## config.mk

```make
export PLATFORM = sky130hd
export DESIGN_NAME = frame_rate_cfg_sequencer
export DESIGN_NICKNAME = d
export VERILOG_FILES = /design/src/rtl/frame_rate_cfg_sequencer.sv
export SDC_FILE = /design/constraint.sdc
export NUM_CORES = 1
export LEC_CHECK = 0
export CAP_MARGIN = 30
export CORE_MARGIN = 4
export CORE_UTILIZATION = 30
export CTS_CLUSTER_DIAMETER = 200
export DETAILED_ROUTE_END_ITERATION = 16
export PLACE_DENSITY = 0.5
export SLEW_MARGIN = 0
export SYNTH_ARGS = -nofsm -noshare
export SYNTH_HDL_FRONTEND = slang
export SYNTH_SLANG_ARGS = --single-unit
```

## constraint.sdc

```tcl
create_clock -name clk -period 2.52 [get_ports clk]
set_input_delay 0.252 -clock clk [delete_from_list [all_inputs] [get_ports clk]]
set_output_delay 0.252 -clock clk [all_outputs]
set_load 0.005 [all_outputs]
```

## src/rtl/frame_rate_cfg_sequencer.sv

```systemverilog
// Purpose : classify the measured frame rate into a band, debounce it over frames, and push a
//           4-entry HDMI-transmitter register burst to the config master whenever the stable band changes.
// Latency : frame tick 2 clk after the vsync rising edge; burst starts the cycle after the committing tick.
// Backpr. : each write holds req/addr/data until ack or err; frame ticks are ignored while a burst is in flight.
//
// Ports
//   clk, reset                      : clock, synchronous active-high reset
//   i_vsync                         : raw vsync, synchronised and edge-detected here
//   i_freq[6:0], i_freq_valid       : measured frame rate in Hz and its qualifier
//   o_cfg_req/o_cfg_addr/o_cfg_data : register write request to the config master
//   i_cfg_ack, i_cfg_err            : 1-cycle write completion / NAK pulses
//   o_band                          : committed band (0 none, 1 50Hz, 2 60Hz, 3 HI)
//   o_busy                          : high while a burst is in progress
//   o_fail                          : sticky; set when retries run out, cleared by the next good burst
module frame_rate_cfg_sequencer #(
    parameter int unsigned STABLE_FRAMES = 8,
    parameter int unsigned MAX_RETRY     = 3,
    parameter logic [31:0] TBL_ADDR      = 32'h17_16_AF_D5,
    parameter logic [31:0] TBL_DATA_50   = 32'h02_30_06_80,
    parameter logic [31:0] TBL_DATA_60   = 32'h00_30_06_80,
    parameter logic [31:0] TBL_DATA_HI   = 32'h00_34_16_80
) (
    input  logic       clk,
    input  logic       reset,
    input  logic       i_vsync,
    input  logic [6:0] i_freq,
    input  logic       i_freq_valid,
    output logic       o_cfg_req,
    output logic [7:0] o_cfg_addr,
    output logic [7:0] o_cfg_data,
    input  logic       i_cfg_ack,
    input  logic       i_cfg_err,
    output logic [1:0] o_band,
    output logic       o_busy,
    output logic       o_fail
);

    localparam logic [7:0] LP_STABLE    = 8'(STABLE_FRAMES);
    localparam logic [3:0] LP_MAX_RETRY = 4'(MAX_RETRY);

    typedef enum logic [2:0] {
        S_IDLE     = 3'd0,
        S_WRITE    = 3'd1,
        S_WAIT_ACK = 3'd2,
        S_DONE     = 3'd3,
        S_FAIL     = 3'd4
    } state_t;

    state_t      r_state;
    state_t      w_state_nxt;

    logic        r_vs_meta;
    logic        r_vs_sync;
    logic        r_vs_prev;
    logic        w_tick;

    logic [1:0]  w_class;
    logic [1:0]  r_cand;
    logic [1:0]  w_cand_nxt;
    logic [7:0]  r_cnt;
    logic [7:0]  w_cnt_nxt;
    logic        w_commit;

    logic [1:0]  r_idx;
    logic [3:0]  r_retry;
    logic [3:0]  w_retry_inc;
    logic [31:0] r_tbl_data;
    logic [7:0]  r_addr;
    logic [7:0]  r_data;
    logic [1:0]  r_band;
    logic        r_fail;

    // vsync synchroniser; tick is the first cycle the synchronised level is seen high
    always_ff @(posedge clk) begin
        if (reset) begin
            r_vs_meta <= 1'b0;
            r_vs_sync <= 1'b0;
            r_vs_prev <= 1'b0;
        end else begin
            r_vs_meta <= i_vsync;
            r_vs_sync <= r_vs_meta;
            r_vs_prev <= r_vs_sync;
        end
    end

    assign w_tick = r_vs_sync & ~r_vs_prev;

    always_comb begin
        w_class = 2'd0;
        if (i_freq_valid) begin
            if (i_freq >= 7'd45 && i_freq <= 7'd54) begin
                w_class = 2'd1;
            end else if (i_freq >= 7'd55 && i_freq <= 7'd64) begin
                w_class = 2'd2;
            end else if (i_freq >= 7'd65 && i_freq <= 7'd80) begin
                w_class = 2'd3;
            end
        end
    end

    // Debounce: a band must repeat on consecutive ticks; losing the signal restarts qualification
    always_comb begin
        w_cand_nxt = r_cand;
        w_cnt_nxt  = r_cnt;
        if (w_tick) begin
            if (w_class == 2'd0) begin
                w_cand_nxt = 2'd0;
                w_cnt_nxt  = 8'd0;
            end else if (w_class != r_cand) begin
                w_cand_nxt = w_class;
                w_cnt_nxt  = 8'd1;
            end else if (r_cnt != 8'hFF) begin
                w_cnt_nxt = r_cnt + 8'd1;
            end
        end
    end

    assign w_commit = (r_state == S_IDLE) && w_tick && (w_cnt_nxt == LP_STABLE) &&
                      (w_cand_nxt != r_band) && (w_cand_nxt != 2'd0);

    assign w_retry_inc = r_retry + 4'd1;

    // FSM: state register
    always_ff @(posedge clk) begin
        if (reset) begin
            r_state <= S_IDLE;
        end else begin
            r_state <= w_state_nxt;
        end
    end

    // FSM: next state; err takes priority over a simultaneous ack
    always_comb begin
        w_state_nxt = r_state;
        case (r_state)
            S_IDLE: begin
                if (w_commit) begin
                    w_state_nxt = S_WRITE;
                end
            end
            S_WRITE: begin
                w_state_nxt = S_WAIT_ACK;
            end
            S_WAIT_ACK: begin
                if (i_cfg_err) begin
                    w_state_nxt = (w_retry_inc <= LP_MAX_RETRY) ? S_WRITE : S_FAIL;
                end else if (i_cfg_ack) begin
                    w_state_nxt = (r_idx == 2'd3) ? S_DONE : S_WRITE;
                end
            end
            S_DONE:  w_state_nxt = S_IDLE;
            S_FAIL:  w_state_nxt = S_IDLE;
            default: w_state_nxt = S_IDLE;
        endcase
    end

    // FSM: outputs. WRITE is a setup cycle with req low, so req always drops between entries.
    always_comb begin
        o_cfg_req = (r_state == S_WAIT_ACK);
        o_busy    = (r_state == S_WRITE) || (r_state == S_WAIT_ACK);
    end

    // Datapath: debounce state, burst index, retry count, latched table, committed band
    always_ff @(posedge clk) begin
        if (reset) begin
            r_cand     <= 2'd0;
            r_cnt      <= 8'd0;
            r_idx      <= 2'd0;
            r_retry    <= 4'd0;
            r_tbl_data <= 32'd0;
            r_addr     <= 8'd0;
            r_data     <= 8'd0;
            r_band     <= 2'd0;
            r_fail     <= 1'b0;
        end else begin
            case (r_state)
                S_IDLE: begin
                    r_cand <= w_cand_nxt;
                    r_cnt  <= w_cnt_nxt;
                    if (w_commit) begin
                        r_idx <= 2'd0;
                        // Table is frozen here so the whole burst uses one band's data
                        case (w_cand_nxt)
                            2'd1:    r_tbl_data <= TBL_DATA_50;
                            2'd2:    r_tbl_data <= TBL_DATA_60;
                            default: r_tbl_data <= TBL_DATA_HI;
                        endcase
                    end
                end
                S_WRITE: begin
                    r_addr <= TBL_ADDR[{r_idx, 3'b000} +: 8];
                    r_data <= r_tbl_data[{r_idx, 3'b000} +: 8];
                end
                S_WAIT_ACK: begin
                    if (i_cfg_err) begin
                        r_retry <= w_retry_inc;
                        r_idx   <= 2'd0;
                    end else if (i_cfg_ack && r_idx != 2'd3) begin
                        r_idx <= r_idx + 2'd1;
                    end
                end
                S_DONE: begin
                    r_band  <= r_cand;
                    r_fail  <= 1'b0;
                    r_retry <= 4'd0;
                    r_cnt   <= 8'd0;
                end
                S_FAIL: begin
                    r_fail  <= 1'b1;
                    r_retry <= 4'd0;
                    r_cnt   <= 8'd0;
                end
                default: begin
                end
            endcase
        end
    end

    assign o_cfg_addr = r_addr;
    assign o_cfg_data = r_data;
    assign o_band     = r_band;
    assign o_fail     = r_fail;

endmodule

```

==> reports/results.ini <==
[worst_setup_path]
end_kind=flop
crit_arrival_ns=2.64
rr_worst_depth=10
r2r-end=r_tbl_data[25]
r2r_start=r_cnt[0]
setup.worst_path.class=in -> reg
reg2reg_slack_ns=0.10
cp_max_fo=6
cp_cell_sequence=clkdlybuf4s50_1 > o41a_1 > o22a_4 > nor3b_4 > nand4_1 > a31oi_4 > a211oi_2 > buf_4 > and4_4 > o21ba_1
slowest_delay_ns=0.46
worstPathRequired_ns=2.71
slowest_stage=o41a_1
start_kind=input pin

[die]
initial_core_util_pct=30.8
die-area_um2=9930
ios=34
die_h_um=99.7
row_count=33
core_um2=8180
die_w_um=99.7

[clock_network]
clock_path_buffers=2
htree_num_levels=2
root_buffer=clkbuf_8
cts.sinks=40
clock_latency_ns=0.29
hold_buffers=0
cts.clk_slew.worst_paths_ns=0.08
cts_tree=built
cts_buffers=5

[grt]
overflow=0
antenna_found_initial=0
grt_pass1_wl_um=11100
grt_max_degree=23
grt.total_usage_pct=13.5
grt_pass1_vias=2351

[worst_hold_path]
min-delay-start=r_vs_meta
hold_class=reg -> reg
worstHoldPathCells=1
worstHoldEndpoint=r_vs_sync

[synth]
syn-cell-area_um2=2520
yosysTopAreaCell=dfxtp_1
synth.distinct_cells=65
synth_top_area_share_pct=31.8
ys_ff_latch=40
synth-edff-count=0
ys.flop_type=dfxtp_1
yosysSeqAreaShare_pct=31.8
yosysWarnings=0
avgSynthCellArea_um2=7.85
syn_inst=321
synthArstFlopShare_pct=0
synthTopCellsByArea=dfxtp_1 32%, nand2_1 5.5%, ha_1 5.5%

[job]
cap_violations=0

[final_layout]
mostFrequentLayoutCells=40 x dfxtp_1, 37 x nand2_1, 34 x buf_4
stdcell_count=480
layout_commonest_cell=dfxtp_1
area_growth_pct=30.1
diodes=0
final_core_util_pct=40.1
drive_gt1_share_pct=16.8
fin_nets=398

[detailed_routing]
drt_wl_total_um=6640
vias=2438
firstDrtPassIters=4
via_per_inst=5.08
wire_per_inst_um=13.8
drc_errors=0
drt_iter0_markers=103
drt.antenna.violating_nets=0

[timing]
hold_viol=0
hold_slack_ns=0.442
max_freq_mhz=408
slew_viol_final=0
period_share_pct=97.3
clock_skew_ns=0.00731
fin_ws_ns=0.0678
setup_viol=0
min_period_ns=2.45

[placed_design]
hpwl_um=4950
placedCellCount=471
dp_slack_ns=-0.287
routabilityCongestion=0.851
port-buffer-count=30

[power]
power_density_nw_per_um2=368
total_power_uw=1210
p_leak_uw=0.00121
vdd_drop_max_v=0.000195

[status]
status=completed

-- layer usage --
layer	up-vias	part of all wire [%]	track usage [%]
met5	-	0	0
met4	0	1.5	4.41
met3	10	3.1	2.81
met2	38	46	21.4
met1	1132	49	18.2
li1	1258	-	-
-- synthesized netlist by cell type (4+ instances only) --
master and n:
dfxtp_1 40, nand2_1 37, nor2_1 29, a21oi_1 24, clkbuf_1 14, inv_1 12, nand3_1 12, ha_1 11
a31oi_1 10, nor2b_1 10, o21ai_0 10, nor3_1 9, a211oi_1 8, nand3b_1 6, and4_1 4, buf_4 4
nand4_1 4, nor4_1 4, o21bai_1 4
-- state kept, by name, indices dropped and copies added (netlist names) --
register    flops
r_vs_prev       1
o_cfg_data      5
r_idx           2
o_cfg_addr      7
r_vs_meta       1
r_state         3
r_cnt           8
r_vs_sync       1
r_retry         4
o_band          2
r_tbl_data      3
r_cand          2
o_fail          1
-- kinds of logic after synthesis --
family,synth area share (%)
simple gates,29.0
compound gates,25.8
flops,31.8
buf+inv,5.46
fa+ha+maj,5.46
xor+xnor,1.04
mux,1.34
other cells,0.149
-- where the power goes --
part / switching, uW / total, uW / internal [uW]
logic: 57.3 / 113 / 56.2
registers: 1.88 / 636 / 634
clock network: 236 / 457 / 222
total: 295 / 1210 / 912
-- critical path, delay by kind of cell --
| kind | cells | cell delay [ns] |
|---|---|---|
| AO/OA/AOI/OAI | 5 | 1.18 |
| AND/OR/NAND/NOR | 3 | 0.60 |
| buffers and inverters | 2 | 0.58 |
-- worst max-delay path by stage --
stage,startpoint,endpoint,slack (ns),depth (start not counted)
floorplan,r_cnt[0],r_tbl_data[25],0.17,9
global placement,i_freq[1],r_tbl_data[25],-0.26,9
detailed placement,i_freq[1],r_tbl_data[25],-0.29,9
CTS,i_freq[1],r_tbl_data[25],0.02,9
global route,r_cnt[0],r_tbl_data[25],-0.02,10
finish,i_freq[0],r_tbl_data[25],0.07,10
-- through the flow --
stage	setup TNS [ns]	instance area [um2]
6_report	0	3280
3_3_place_gp	-1.91	3120
4_1_cts	0	3210
3_5_place_dp	-2.40	3120
2_1_floorplan	0	2530
5_1_grt	-0.0247	3280
-- area by class of cell --
type | count | area, um2
clock buffer | 6 | 82.6
clock inverter | 2 | 15.0
fill | 869 | 4890
inverter | 12 | 45.0
multi-input combinational | 251 | 1640
sequential | 40 | 801
tap | 105 | 131
timing repair buffer | 64 | 563
-- what timing repair did --
| action | CTS | global route |
|---|---|---|
| setup buffers | 0 | 1 |
| resized for setup | 0 | 12 |
| setup endpoints to repair | 0 | 9 |
Note: power is estimated with default switching activity, not from simulation.
